`src/rtl/pc_sequencer_pkg.sv`:
```
// Shared definitions for the instruction-fetch sequencer: state encoding,
// halt-cause codes and the default reset PC.
package pc_sequencer_pkg;

    typedef enum logic [1:0] {
        ST_HALT  = 2'd0,
        ST_FETCH = 2'd1,
        ST_EXEC  = 2'd2
    } seq_state_t;

    typedef enum logic [1:0] {
        CAUSE_NONE     = 2'd0,
        CAUSE_STOP     = 2'd1,
        CAUSE_BREAK    = 2'd2,
        CAUSE_MISALIGN = 2'd3
    } halt_cause_t;

    localparam logic [31:0] RESET_PC_DEFAULT = 32'h0000_3000;

    // Word-address compare; byte-offset bits are masked rather than sliced away.
    function automatic logic word_match(input logic [31:0] a, input logic [31:0] b);
        return ((a ^ b) & ~32'h0000_0003) == 32'h0000_0000;
    endfunction

endpackage

```
`src/rtl/pc_sequencer.sv`:
```
// Instruction-fetch sequencer: owns the PC, fetches over req/ack, commits npc
// on exec_done, and provides run/halt, single-step and one breakpoint.
module pc_sequencer
    import pc_sequencer_pkg::*;
#(
    parameter logic [31:0] RESET_PC = RESET_PC_DEFAULT
) (
    input  logic        clk,
    input  logic        rst_n,
    input  logic        run,
    input  logic        step,
    input  logic        bp_en,
    input  logic [31:0] bp_addr,
    output logic        imem_req,
    output logic [31:0] imem_addr,
    input  logic        imem_ack,
    input  logic [31:0] imem_rdata,
    output logic [31:0] instr,
    output logic        instr_valid,
    input  logic        exec_done,
    input  logic [31:0] npc,
    output logic [31:0] pc,
    output logic [9:0]  pc_idx,
    output logic        halted,
    output logic [1:0]  halt_cause,
    output logic [31:0] retired
);

    seq_state_t  state;
    halt_cause_t cause_q;
    logic [31:0] pc_q;
    logic [31:0] instr_q;
    logic [31:0] retired_q;
    logic        req_q;
    logic        valid_q;
    logic        halted_q;
    logic        step_once;

    // Moore outputs are kept as registers updated alongside every state change.
    always_ff @(posedge clk or negedge rst_n) begin
        if (!rst_n) begin
            state     <= ST_HALT;
            cause_q   <= CAUSE_STOP;
            pc_q      <= RESET_PC;
            instr_q   <= 32'h0000_0000;
            retired_q <= 32'h0000_0000;
            req_q     <= 1'b0;
            valid_q   <= 1'b0;
            halted_q  <= 1'b1;
            step_once <= 1'b0;
        end else begin
            case (state)
                ST_HALT: begin
                    // A misaligned-npc halt is sticky: only reset leaves it.
                    if (cause_q != CAUSE_MISALIGN && (run || step)) begin
                        state     <= ST_FETCH;
                        req_q     <= 1'b1;
                        halted_q  <= 1'b0;
                        cause_q   <= CAUSE_NONE;
                        step_once <= step && !run;
                    end
                end
                ST_FETCH: begin
                    if (imem_ack) begin
                        instr_q <= imem_rdata;
                        state   <= ST_EXEC;
                        req_q   <= 1'b0;
                        valid_q <= 1'b1;
                    end
                end
                ST_EXEC: begin
                    if (exec_done) begin
                        valid_q <= 1'b0;
                        if (npc[1:0] != 2'b00) begin
                            state    <= ST_HALT;
                            halted_q <= 1'b1;
                            cause_q  <= CAUSE_MISALIGN;
                        end else begin
                            pc_q      <= npc;
                            retired_q <= retired_q + 32'd1;
                            if (step_once) begin
                                step_once <= 1'b0;
                                state     <= ST_HALT;
                                halted_q  <= 1'b1;
                                cause_q   <= CAUSE_STOP;
                            end else if (!run) begin
                                state    <= ST_HALT;
                                halted_q <= 1'b1;
                                cause_q  <= CAUSE_STOP;
                            end else if (bp_en && word_match(npc, bp_addr)) begin
                                state    <= ST_HALT;
                                halted_q <= 1'b1;
                                cause_q  <= CAUSE_BREAK;
                            end else begin
                                state <= ST_FETCH;
                                req_q <= 1'b1;
                            end
                        end
                    end
                end
                default: begin
                    state    <= ST_HALT;
                    req_q    <= 1'b0;
                    valid_q  <= 1'b0;
                    halted_q <= 1'b1;
                    cause_q  <= CAUSE_STOP;
                end
            endcase
        end
    end

    assign imem_req    = req_q;
    assign imem_addr   = pc_q;
    assign instr       = instr_q;
    assign instr_valid = valid_q;
    assign pc          = pc_q;
    assign pc_idx      = pc_q[11:2];
    assign halted      = halted_q;
    assign halt_cause  = cause_q;
    assign retired     = retired_q;

endmodule

```
`config.mk`:
```
export PLATFORM = sky130hd
export DESIGN_NAME = pc_sequencer
export DESIGN_NICKNAME = d
export VERILOG_FILES = /design/src/rtl/pc_sequencer_pkg.sv /design/src/rtl/pc_sequencer.sv
export SDC_FILE = /design/constraint.sdc
export NUM_CORES = 1
export LEC_CHECK = 0
export CORE_MARGIN = 3
export CORE_UTILIZATION = 25
export DETAILED_ROUTE_END_ITERATION = 12
export PLACE_DENSITY = 0.68
export SLEW_MARGIN = 20
export SYNTH_ARGS = -nofsm -noshare
export SYNTH_HDL_FRONTEND = slang
export SYNTH_SLANG_ARGS = --single-unit
```
`constraint.sdc`:
```
create_clock -name clk -period 1.78 [get_ports clk]
set_input_delay 0.534 -clock clk [delete_from_list [all_inputs] [get_ports clk]]
set_output_delay 0.534 -clock clk [all_outputs]
set_load 0.01 [all_outputs]
```
==> results of run 1 <==
-- cell families after synthesis --
family / after synthesis
adders and majority gates: 1
DFF: 104
muxes: 63
buffers and inverters: 58
and+or+nand+nor: 85
AOI/OAI and AO/OA: 21
xor gates and xnor gates: 61
-- flip-flops by register name, summed over array words and instances (netlist names) --
register	flops
imem_addr	32
instr	32
retired	32
halt_cause	2
state	2
halted	1
imem_req	1
instr_valid	1
step_once	1
-- synthesized netlist by cell type, types with 6 or more instances --
cell type | number | share of area, %
inv_1 | 6 | 0.46
nand3_1 | 12 | 1.2
xor2_1 | 19 | 3.4
nor2_1 | 13 | 1.0
a21oi_1 | 6 | 0.62
nand2_1 | 15 | 1.2
xnor2_1 | 42 | 7.6
buf_4 | 42 | 6.5
nand4_1 | 18 | 2.3
clkbuf_1 | 6 | 0.46
dfrtp_1 | 100 | 51
mux2_2 | 63 | 15
-- worst max-delay path by stage --
| stage | start | to | slack (ns) | depth (start not counted) |
|---|---|---|---|---|
| after floorplan | npc[0] | retired[17] | -0.21 | 6 |
| after global placement | npc[30] | imem_req | -0.76 | 8 |
| after detailed placement | npc[30] | imem_req | -0.77 | 8 |
| after CTS | retired[1] | retired[26] | -0.11 | 7 |
| after global routing | retired[1] | retired[26] | -0.19 | 7 |
| final | retired[1] | retired[26] | -0.09 | 7 |
-- power groups by stage --
stage	clock network [mW]	registers, mW	logic (mW)
2_1_floorplan	0	4.03	1.91
3_3_place_gp	0	3.74	4.75
3_5_place_dp	0	3.81	4.83
4_1_cts	2.14	3.71	4.15
5_1_grt	2.24	3.82	4.42
6_report	2.05	3.70	4.12
-- repair_timing --
item                                    in CTS  in global routing
setup buffers                               14                  3
pin swaps                                   39                 35
endpoints found under the setup margin     206                 24
resized for setup                          259                 57
hold buffers                                 1                  0
endpoints found under the hold margin        5                  0
cloned                                       2                  0
-- layer usage --
layer / share of wire (%) / track usage, % / vias up
met4: 1.4 / 3.51 / 0
met2: 54 / 25.1 / 124
met3: 6.3 / 4.61 / 16
met1: 38 / 15.6 / 1977
li1: - / - / 1858
met5: 0 / 0 / -
-- metrics by stage --
stage / power, mW / hold WS [ns] / std cells / worst slack, ns
finish: 9.87 / 0.437 / 926 / -0.0947
global route: 10.5 / 0.416 / 926 / -0.186
CTS: 10.0 / 0.435 / 923 / -0.106
detailed placement: 8.63 / 0.369 / 890 / -0.769
global placement: 8.50 / 0.367 / 890 / -0.765
floorplan: 5.94 / 0.238 / 393 / -0.207
-- area by class of cell --
type,count,share of cell area [%]
tap,260,3.98
clock buffer,9,2.76
multi-input combinational,232,26.2
inverter,6,0.276
timing repair buffer,308,33.9
clock inverter,7,0.934
sequential,104,32.0
-- critical path, delay by kind of cell (launching register included) --
kind                       cells  cell delay, ns
xor gates and xnor gates       1            0.15
DFF                            1            0.40
buffers and inverters          1            0.14
adders and majority gates      1            0.22
and+or+nand+nor                4            0.86
==> results.ini, run 1 <==
[outcome]
status = complete, but fails checks
violations = setup timing

[finish]
multi_input_area_um2 = 2140
nets = 765
layout_common_cells = 147 x dlygate4sd2_1, 95 x dfrtp_1, 63 x mux2_2
nFillCells = 1836
regArea_um2 = 2610
fin_area_um2 = 8170
utilization_pct = 43.3
final_common_cell = dlygate4sd2_1
num_antenna_cells = 0
drive_gt1_share_pct = 32.3
synthToLayoutAreaGrowth_pct = 67.9

[routing]
route.vias.total = 3975
drc = 0
vias_per_cell = 4.29
wl_um = 15000
first_pass_iters = 4
drt_iter0_markers = 73
wl_per_cell_um = 16.2
ant_nets = 0

[floorplanning]
io_pins = 246
initial_core_util_pct = 25.8
die_h_um = 146
die_w_um = 146
rows = 50
fp.coreArea_um2 = 18900
dieArea_um2 = 21200

[logic_synthesis]
ys_warn_count = 0
syn_area_um2 = 4870
synth.area.mux_share_pct = 14.6
syn_inst = 393
synth_nets = 497
synthAdderAreaFrac_pct = 0.257
yosys_register_bits = 104
synth_top_family_by_area = multiplexers
synth_compound_area_share_pct = 2.88
synth_cell_types = 37
synth_enable_flop_cells = 0
seq_area_frac_synth_pct = 53.6
synth-simple-area-share_pct = 9.90
synth-async-reset-ratio_pct = 100
synth_xor_area_share_pct = 11.0
synth_ff_type = dfrtp_1
avgSynthCellArea_um2 = 12.4

[power_and_ir_drop]
p_sw_mw = 3.31
comb_power_share_pct = 41.8
power_frac_seq_pct = 37.5
powerDensity_nw_per_um2 = 1210
sw_frac_of_total_pct = 33.5
p_clk_share_pct = 20.8
p_int_mw = 6.56
ir_worst_vdd_mv = 0.583
power.leakage_nw = 4.07

[worst_setup_path]
max_stage_delay_ns = 0.51
r2r-start = retired[1]
worstSetupPathType = reg2reg
end_kind = register
ff2ff_path_depth = 7
cpMaxStageDelayCell = or4b_4
arrival_ns = 2.11
crit_required_ns = 2.01
worstPathCellList = ha_2, nand3_2, or4b_4, nor2_4, buf_6, nand4_1, xnor2_1
rrSetupSlack_ns = -0.09
start_kind = register
r2r-end = retired[26]
cp_max_fo = 5

[clock_tree]
cts.htree.levels = 3
clk_latency_ns = 0.35
cts_tree = done
cts_buffers = 9
numClockSinks = 104
clockBufferDepth = 2
path_clk_slew_ns = 0.08
clock_tree.root_cell = clkbuf_16

[global_routing]
grt_pass1_wl_um = 23500
antenna_found_initial = 0
grt_overflow = 0
grt_usage_pct = 13.8
grt_pass1_vias = 4324
grt_max_degree = 61

[placed_design]
placedInstanceArea_um2 = 7700
gp_congestion = 0.755
hpwl_um = 11500
portBuffers = 243

[hold_path]
hold_end = imem_addr[22]
min_path_type = in2reg
min_from = npc[22]
hold_path_depth = 2

[sta]
setup_slack_ns = -0.0947
tightest_slew_ns = 0.353
tns_ns = -0.273
fin_crit_ns = 1.87
max_freq_mhz = 533
fin_crit_sh_pct = 105
rsz0062_at_grt = true
slew_headroom_pct = 76.2
hold_viol = 0
drv_slew = 0
setup_viol = 9
fin_skew_ns = 0.0136

[flow_run]
drv_cap = 0

(Power assumes the default switching activity.)
==> inputs of run 2 (changes only) <==
--- a/config.mk
+++ b/config.mk
@@ -8,6 +8,7 @@
 export CORE_MARGIN = 3
 export CORE_UTILIZATION = 25
 export DETAILED_ROUTE_END_ITERATION = 12
+export MAX_ROUTING_LAYER = met4
 export PLACE_DENSITY = 0.68
 export SLEW_MARGIN = 20
 export SYNTH_ARGS = -nofsm -noshare
==> run 2 against run 1 <==
Effect of this change:
- the flow still finishes with violations (setup timing)
- power is essentially flat
- wire length up 0.30%
- register-to-register slack hardly changed
- sequential share of layout area unchanged
- clock-buffer cell count is the same
- utilization unchanged
- first-iteration DRC count up 11%
- flip-flop and latch count unchanged
- largest cell class unchanged
- via count grew 0.48%
- hold slack lost 0.0024 ns
- non-clock buffer count stayed put
==> results.ini, run 2 (same netlist as run 1, synthesis figures left out) <==
[finish]
layout_common_cells = 147 x dlygate4sd2_1, 95 x dfrtp_1, 63 x mux2_2
final_common_cell = dlygate4sd2_1
fin_area_um2 = 8170
drive_gt1_share_pct = 32.3
regArea_um2 = 2610
num_antenna_cells = 0
nFillCells = 1836
nets = 765
finalNonFillerCells = 926
multi_input_area_um2 = 2140
synthToLayoutAreaGrowth_pct = 67.9

[global_routing]
grtUsageMet2_pct = 25.1
grt_pass1_wl_um = 23500
grtUsageMet1_pct = 15.8
grt_pass1_vias = 4326
grt_overflow = 0
top_usage_layer = met2
use_met3_pct = 4.24
grt_usage_pct = 14.2
antenna_found_initial = 0
grt_max_degree = 61

[clock_tree]
clk_latency_ns = 0.35
path_clk_slew_ns = 0.08
cts_tree = done
numClockSinks = 104
cts_buffers = 9
clock_tree.root_cell = clkbuf_16
cts.htree.levels = 3
clockBufferDepth = 2

[worst_setup_path]
critPathTopFamily = simple AND/OR/NAND/NOR gates
start_kind = register
r2r-end = retired[26]
ff2ff_path_depth = 7
worstPathCellList = ha_2, nand3_2, or4b_4, nor2_4, buf_6, nand4_1, xnor2_1
worstSetupPathType = reg2reg
max_stage_delay_ns = 0.51
path_buf_inv = 1
r2r-start = retired[1]
end_kind = register
cp_max_fo = 5
arrival_ns = 2.11
crit_required_ns = 2.01
cpMaxStageDelayCell = or4b_4
rrSetupSlack_ns = -0.09

[placed_design]
portBuffers = 243
dp_slack_ns = -0.769
gp_congestion = 0.768
dp.cells = 890
hpwl_um = 11500
placedInstanceArea_um2 = 7700

[sta]
tightest_slew_ns = 0.355
tns_ns = -0.258
setup_viol = 9
fin_skew_ns = 0.0134
hold_viol = 0
rsz0062_at_grt = true
fin_crit_ns = 1.87
slew_headroom_pct = 76.3
drv_slew = 0
setup_slack_ns = -0.0923
fin_crit_sh_pct = 105
max_freq_mhz = 534

[floorplanning]
initial_core_util_pct = 25.8
io_pins = 246
die_w_um = 146
fp.coreArea_um2 = 18900
rows = 50
die_h_um = 146
dieArea_um2 = 21200

[routing]
drt_iter0_markers = 81
wl_um = 15000
vias_per_cell = 4.31
wl_per_cell_um = 16.2
first_pass_iters = 4
ant_nets = 0
drc = 0
route.vias.total = 3994

[flow_run]
drv_cap = 0

[hold_path]
min_from = npc[22]
hold_path_depth = 2
min_path_type = in2reg
hold_end = imem_addr[22]

[power_and_ir_drop]
powerDensity_nw_per_um2 = 1210
ir_worst_vdd_mv = 0.584
power.leakage_nw = 4.07
totalPowerFinal_mw = 9.88

[outcome]
status = complete, but fails checks
violations = setup timing

[run 2: cell counts in the layout (fill, tap and decap cells not counted)]
No cell type changed its count.
[run 2: worst max-delay path by stage]
stage	cells after the start	endpoint	startpoint
5_1_grt	7	retired[26]	retired[1]
2_1_floorplan	6	retired[17]	npc[0]
4_1_cts	7	retired[26]	retired[1]
6_report	7	retired[26]	retired[1]
3_3_place_gp	8	imem_req	npc[30]
3_5_place_dp	8	imem_req	npc[30]
[run 2: power breakdown]
part / total [mW] / internal, mW / switching (mW)
registers: 3.70 / 3.17 / 0.531
clock network: 2.06 / 1.11 / 0.948
logic: 4.12 / 2.29 / 1.84
[run 2: layer usage]
layer / up-vias / part of all wire [%]
met5: - / 0
met4: 0 / 1.4
met3: 18 / 5.7
met2: 124 / 54
met1: 1989 / 39
li1: 1863 / -
[run 2: per-stage QoR]
stage	hold WS [ns]	util, %
floorplan	0.238	-
CTS	0.435	42.6
finish	0.435	43.3
detailed placement	0.369	40.8
global placement	0.367	40.8
global route	0.416	43.3
[run 2: cell type report]
cell class                 count  area share, %
clock buffer                   9           2.76
tap                          260           3.98
clock inverter                 7          0.934
timing repair buffer         308           33.9
inverter                       6          0.276
multi-input combinational    232           26.2
sequential                   104           32.0
[run 2: repair_timing]
item                                    in CTS  in global routing
pin swaps                                   39                 35
gates resized for setup                    259                 57
endpoints found under the setup margin     206                 24
cloned                                       2                  0
endpoints found under the hold margin        5                  0
hold buffers                                 1                  0
buffers inserted                            14                  3
